===== src/rtl/spi_bus_arb.sv =====
// Two-requester round-robin SPI mode-0 master; 8-bit transfers. Optional SPI_BUS_ARB_LOOPBACK_EN adds loopback_i (rx samples mosi).
// Latency: req_i to done_o pulse = 3+17*CLK_DIV cycles; CSn low for 1+17*CLK_DIV cycles.
// Backpressure: requests are level-sampled in IDLE only; a granted transfer always runs to completion.
`timescale 1ns/1ps
module spi_bus_arb #(
    parameter int CLK_DIV = 4,
    parameter int NUM_CS  = 3
) (
    input  logic              clk100,
    input  logic              rstn,
    input  logic [1:0]        req_i,
    input  logic [1:0]        cs_sel0_i,
    input  logic [1:0]        cs_sel1_i,
    input  logic [7:0]        tx0_i,
    input  logic [7:0]        tx1_i,
    output logic [1:0]        gnt_o,
    output logic [1:0]        done_o,
    output logic [7:0]        rx_o,
    output logic              busy_o,
    output logic              sclk_o,
    output logic              mosi_o,
    output logic [NUM_CS-1:0] csn_o,
`ifdef SPI_BUS_ARB_LOOPBACK_EN
    input  logic              loopback_i,
`endif
    input  logic              miso_i
);

    typedef enum logic [2:0] {IDLE, GRANT, SETUP, SHIFT, DONE, GAP} state_t;

    localparam logic [7:0] DIV_LAST = 8'(CLK_DIV - 1);

    state_t            state;
    logic [7:0]        div_cnt;
    logic [2:0]        bit_cnt;
    logic [7:0]        tx_sh;
    logic [7:0]        rx_sh;
    logic              last_gnt;
    logic              bad_cs;

    logic              win;
    logic [1:0]        win_cs;
    logic [7:0]        win_tx;
    logic              win_bad;
    logic [NUM_CS-1:0] cs_mask;
    logic              sample_bit;

    // With both requesting, the one not served last wins.
    always_comb begin
        win     = (req_i == 2'b11) ? ~last_gnt : req_i[1];
        win_cs  = win ? cs_sel1_i : cs_sel0_i;
        win_tx  = win ? tx1_i : tx0_i;
        win_bad = (int'(win_cs) >= NUM_CS);
        cs_mask = '0;
        for (int i = 0; i < NUM_CS; i++) begin
            if (int'(win_cs) == i) cs_mask[i] = 1'b1;
        end
    end

`ifdef SPI_BUS_ARB_LOOPBACK_EN
    assign sample_bit = loopback_i ? mosi_o : miso_i;
`else
    assign sample_bit = miso_i;
`endif

    always_ff @(posedge clk100 or negedge rstn) begin
        if (!rstn) begin
            state    <= IDLE;
            div_cnt  <= 8'd0;
            bit_cnt  <= 3'd0;
            tx_sh    <= 8'd0;
            rx_sh    <= 8'd0;
            last_gnt <= 1'b1;
            bad_cs   <= 1'b0;
            gnt_o    <= 2'b00;
            done_o   <= 2'b00;
            rx_o     <= 8'h00;
            busy_o   <= 1'b0;
            sclk_o   <= 1'b0;
            mosi_o   <= 1'b0;
            csn_o    <= '1;
        end else begin
            done_o <= 2'b00;
            case (state)
                IDLE: begin
                    if (|req_i) begin
                        state    <= GRANT;
                        busy_o   <= 1'b1;
                        gnt_o    <= win ? 2'b10 : 2'b01;
                        last_gnt <= win;
                        bad_cs   <= win_bad;
                        tx_sh    <= win_tx;
                        if (!win_bad) begin
                            csn_o  <= ~cs_mask;
                            mosi_o <= win_tx[7];
                        end
                    end
                end
                GRANT: begin
                    div_cnt <= 8'd0;
                    state   <= bad_cs ? DONE : SETUP;
                end
                SETUP: begin
                    if (div_cnt == DIV_LAST) begin
                        state   <= SHIFT;
                        div_cnt <= 8'd0;
                        bit_cnt <= 3'd0;
                        sclk_o  <= 1'b1;
                        rx_sh   <= {rx_sh[6:0], sample_bit};
                    end else begin
                        div_cnt <= div_cnt + 8'd1;
                    end
                end
                SHIFT: begin
                    if (div_cnt != DIV_LAST) begin
                        div_cnt <= div_cnt + 8'd1;
                    end else begin
                        div_cnt <= 8'd0;
                        if (sclk_o) begin
                            sclk_o <= 1'b0;
                            tx_sh  <= {tx_sh[6:0], 1'b0};
                            mosi_o <= tx_sh[6];
                        end else if (bit_cnt == 3'd7) begin
                            // Low half of the last bit doubles as CSn hold time.
                            state <= DONE;
                            csn_o <= '1;
                        end else begin
                            bit_cnt <= bit_cnt + 3'd1;
                            sclk_o  <= 1'b1;
                            rx_sh   <= {rx_sh[6:0], sample_bit};
                        end
                    end
                end
                DONE: begin
                    done_o  <= gnt_o;
                    rx_o    <= bad_cs ? 8'hFF : rx_sh;
                    gnt_o   <= 2'b00;
                    div_cnt <= 8'd0;
                    state   <= GAP;
                end
                GAP: begin
                    if (div_cnt == DIV_LAST) begin
                        state  <= IDLE;
                        busy_o <= 1'b0;
                    end else begin
                        div_cnt <= div_cnt + 8'd1;
                    end
                end
                default: state <= IDLE;
            endcase
        end
    end

endmodule


===== config.mk =====
export PLATFORM = sky130hd
export DESIGN_NAME = spi_bus_arb
export DESIGN_NICKNAME = d
export VERILOG_FILES = /design/src/rtl/spi_bus_arb.sv
export SDC_FILE = /design/constraint.sdc
export NUM_CORES = 1
export LEC_CHECK = 0
export BUFFER_PORTS_ARGS = -buffer_cell sky130_fd_sc_hd__buf_2
export CAP_MARGIN = 20
export CELL_PAD_IN_SITES_DETAIL_PLACEMENT = 1
export CELL_PAD_IN_SITES_GLOBAL_PLACEMENT = 2
export CORE_MARGIN = 1
export CORE_UTILIZATION = 35
export DETAILED_ROUTE_END_ITERATION = 10
export GPL_ROUTABILITY_DRIVEN = 1
export GPL_TIMING_DRIVEN = 0
export PLACE_DENSITY = 0.83
export SLEW_MARGIN = 40
export SYNTH_ARGS = -nofsm -noshare
export SYNTH_HDL_FRONTEND = slang
export SYNTH_SLANG_ARGS = --single-unit

===== constraint.sdc =====
create_clock -name clk100 -period 1.97 [get_ports clk100]
set_input_delay 0.197 -clock clk100 [delete_from_list [all_inputs] [get_ports clk100]]
set_output_delay 0.197 -clock clk100 [all_outputs]
set_load 0.03 [all_outputs]

==> impl_summary.md <==
Layout
The non-filler instance count after layout is 394. The fraction of final layout cells sized beyond drive strength 1 is 32.6%. The net count of the finished layout is 325. Compared with the post-synthesis result, the final layout area differs by 21.5%. The most common library cell in the layout ignoring fill and taps is buf_2.

In the layout the commonest cells are buf_2, dfrtp_1, nor2_1. The diode insertion count for antenna repair is 0.

Global routing
The aggregate global routing overflow is 0. Entering global routing, the biggest net connects 50 pins. The via count of the first global-routing pass came to 2098. The number of antenna violations at the first check in global routing is 0.

The first global-routing pass estimated 10.4 mm of wire. The global-route usage over all layers is 17.8%.

Die
The area of the core region is 6870 sq um. Once the floorplan was initialized, standard cells occupied 36.6% of the core. The height of the die is 86.7 um.

For this design the top-level I/O count stands at 43. The area of the die is 7520 sq um. The width of the chip is 86.7 um. The floorplan has 30 rows.

Worst setup path
The data arrival time of the worst path is 2.02 ns. Tracing the worst setup path back leads to its startpoint at div_cnt[0]. The largest individual stage delay along the critical path comes from the cell dfrtp_2. At the worst endpoint, the required time is 2.16 ns. The path type of the worst setup path is flop to flop. The worst setup path is launched from a flop. The signal on the critical path passes through ha_2 -> nor4b_4 -> buf_4 -> nand4_4 -> buf_6 -> mux2_4. The register-to-register setup slack is 0.13 ns. The critical-path maximum fanout is 10. The endpoint identified for the worst register-to-register timing path is rx_sh[6]. The critical path ends at rx_sh[6].

The kind of cell with the highest combined delay along the critical path is buffers and inverters. The worst setup path is captured at a flop. The number of cells on the worst reg-to-reg path is 6. On the worst path, the slowest cell contributes a delay of 0.41 ns. The launching point of the worst reg2reg path is div_cnt[0]. The critical path crosses 6 cells after its start point. The total buffers and inverters traversed by the critical path is 2.

Place
The cell total after placement is 381. The sum of net half-perimeters after detailed placement is 4.26 mm. The congestion estimate from routability-driven global placement came to 0.750. Input and output buffers added on the ports amount to 42.

Clock tree
The maximum level of the CTS H-tree is 2. The clock net in this run drives a total of 49 sinks. After clock tree synthesis, the clock-pin slew on the worst setup and hold paths is 0.10 ns. Clock latency on the worst-skew pair, taken at its later pin, is 0.31 ns. The clock passes through at most 2 buffers. The TritonCTS buffer count is 5. The buffer type at the clock tree root is clkbuf_8.

TritonCTS built the clock tree.

Timing
The count of final setup violators is 0. Setup repair after global routing could not meet its margin everywhere. The final critical-path required period is 1.84 ns. The final critical path takes up 93.2% of the cycle. Measured against its own limit, the worst slew margin works out to 58.1%. Derived from the worst setup path, the maximum achievable clock frequency is 545 MHz.

The worst-case clock skew is 0.0136 ns. The accumulated negative setup slack is 0 ns. The transition time at the pin with the least slew margin is 0.628 ns. The final-report hold violation count is 0. The count of final max-slew check failures is 0. The hold slack is 0.0883 ns.

Min path
The hold path startpoint is req_i[0]. The type of the tightest min-delay check is primary input to flop.

Logic synthesis
The register bit total from synthesis is 49. The Yosys step of the flow raised 0 warnings. The prevailing post-synth register cell is dfrtp_1. Counting flops with an async set or reset pin after synthesis yields a share of 100%.

Counting every net in the synthesized netlist gives 271. In this run, synthesis inferred 0 flip-flops with an integrated enable. In this run the cell area of the synthesized design comes to 2510 sq um. The average instance area after synthesis is 10.3 sq um. For this run, the register share of the synthesized area comes to 49.0%. In the synthesized netlist, the number of instances is 243.

The number of different library cells used by synthesis comes to 57.

Routing
After detailed routing, the average wire length per cell comes to 15.1 um. In the routed design, unresolved DRC markers number 0. In the routed layout, each cell is associated on average with a via count of 5.06.

The number of search-and-repair iterations in the first detailed-routing pass is 4. In this run the remaining antenna-violating nets after routing total 0. The number of design-rule violations left by the first detailed-router iteration is 61.

The total wire length after detailed routing is 5.96 mm. The via count of the routed design is 1994.

Pwr
VDD sags by at most 0.620 mV. The ratio of total power to cell area is 1550 nW/um^2. The leakage power figure is 1.35 nW.

Run
The number of max-cap violations is 0.

Outcome
The run finished with clean final reports.
==> area by class of cell <==
cell class              count  area [sq um]
clock buffers               6          82.6
repair buffers             47           253
flip-flops and latches     49          1230
multi-input cells         179          1250
inverters                   3          11.3
fillers                   805          3820
well taps                  96           120
plain buffers              12          60.1
clock inverters             2          37.5
==> worst min-delay path by stage <==
stage / end / slack [ns] / cells after the start
finish: last_gnt / 0.09 / 2
detailed placement: done_o[1] / 0.26 / 1
global route: rx_sh[0] / 0.10 / 2
floorplan: bad_cs / -0.1 / 0
CTS: last_gnt / 0.08 / 2
global placement: last_gnt / 0.40 / 2
==> worst reg2reg max path: cells and delay by family (launching register included) <==
family                     cells  cell delay (ns)
adders and majority gates      1             0.23
buffers and inverters          2             0.41
DFF                            1             0.41
muxes                          1             0.29
and+or+nand+nor                2             0.36
==> power breakdown <==
| part | leakage (nW) | switching [mW] | internal (mW) |
|---|---|---|---|
| sequential | 0.598 | 0.315 | 1.43 |
| clock | 0.0574 | 0.348 | 0.413 |
| combinational | 0.690 | 1.37 | 0.858 |
==> repair_timing <==
action / in CTS / in global routing
gates resized for setup: 2 / 11
setup endpoints to repair: 21 / 22
endpoints found under the hold margin: 45 / 0
buffers inserted: 2 / 2
hold buffers: 1 / 0
pin swaps: 0 / 2
==> Yosys cell counts (all sizes together) (4+ instances only) <==
library cell | n | area [sq um]
nand2 | 22 | 85.1
nand4 | 4 | 46.3
nor3 | 4 | 30.0
buf | 6 | 36.3
a21oi | 15 | 75.1
nor2 | 30 | 115
nand2b | 4 | 25.0
dfstp | 4 | 105
a31oi | 4 | 25.0
dfrtp | 45 | 1130
o21ai | 22 | 110
clkbuf | 6 | 22.5
mux2i | 10 | 100
mux2 | 15 | 180
==> through the flow <==
stage	utilization, %	total power, mW	worst slack [ns]	area (sq um)
detailed placement	41.4	3.86	-0.144	2840
global route	44.4	5.11	-0.00498	3050
CTS	43.6	4.68	0.00273	3000
finish	44.4	4.73	0.135	3050
floorplan	-	3.24	0.188	2510
global placement	41.4	3.80	-0.134	2840
==> kinds of logic (layout without fill, tap and decap cells) <==
group / Yosys count / count (layout) / synth area share, %
buffers and inverters: 15 / 70 / 2.79
flip-flops: 49 / 49 / 49.0
adder cells (fa/ha/maj): 3 / 3 / 1.49
AO/OA/AOI/OAI: 60 / 60 / 15.0
AND/OR/NAND/NOR: 87 / 87 / 19.1
multiplexers: 25 / 25 / 11.2
XOR/XNOR: 4 / 4 / 1.40
==> state kept, by name, summed over array words and instances, names as in the netlist, 3 cells and up <==
register,flops
rx_o,8
state,3
csn_o,3
rx_sh,8
div_cnt,8
bit_cnt,3
tx_sh,7
==> routing by layer <==
layer	vias to the layer above	wire, um	global-route usage (%)
li1	984	-	-
met1	979	2820	23.5
met2	24	2930	30.2
met3	7	130	2.86
met4	0	83	5.45
met5	-	0	0
Note: power is estimated with default switching activity, not from simulation.
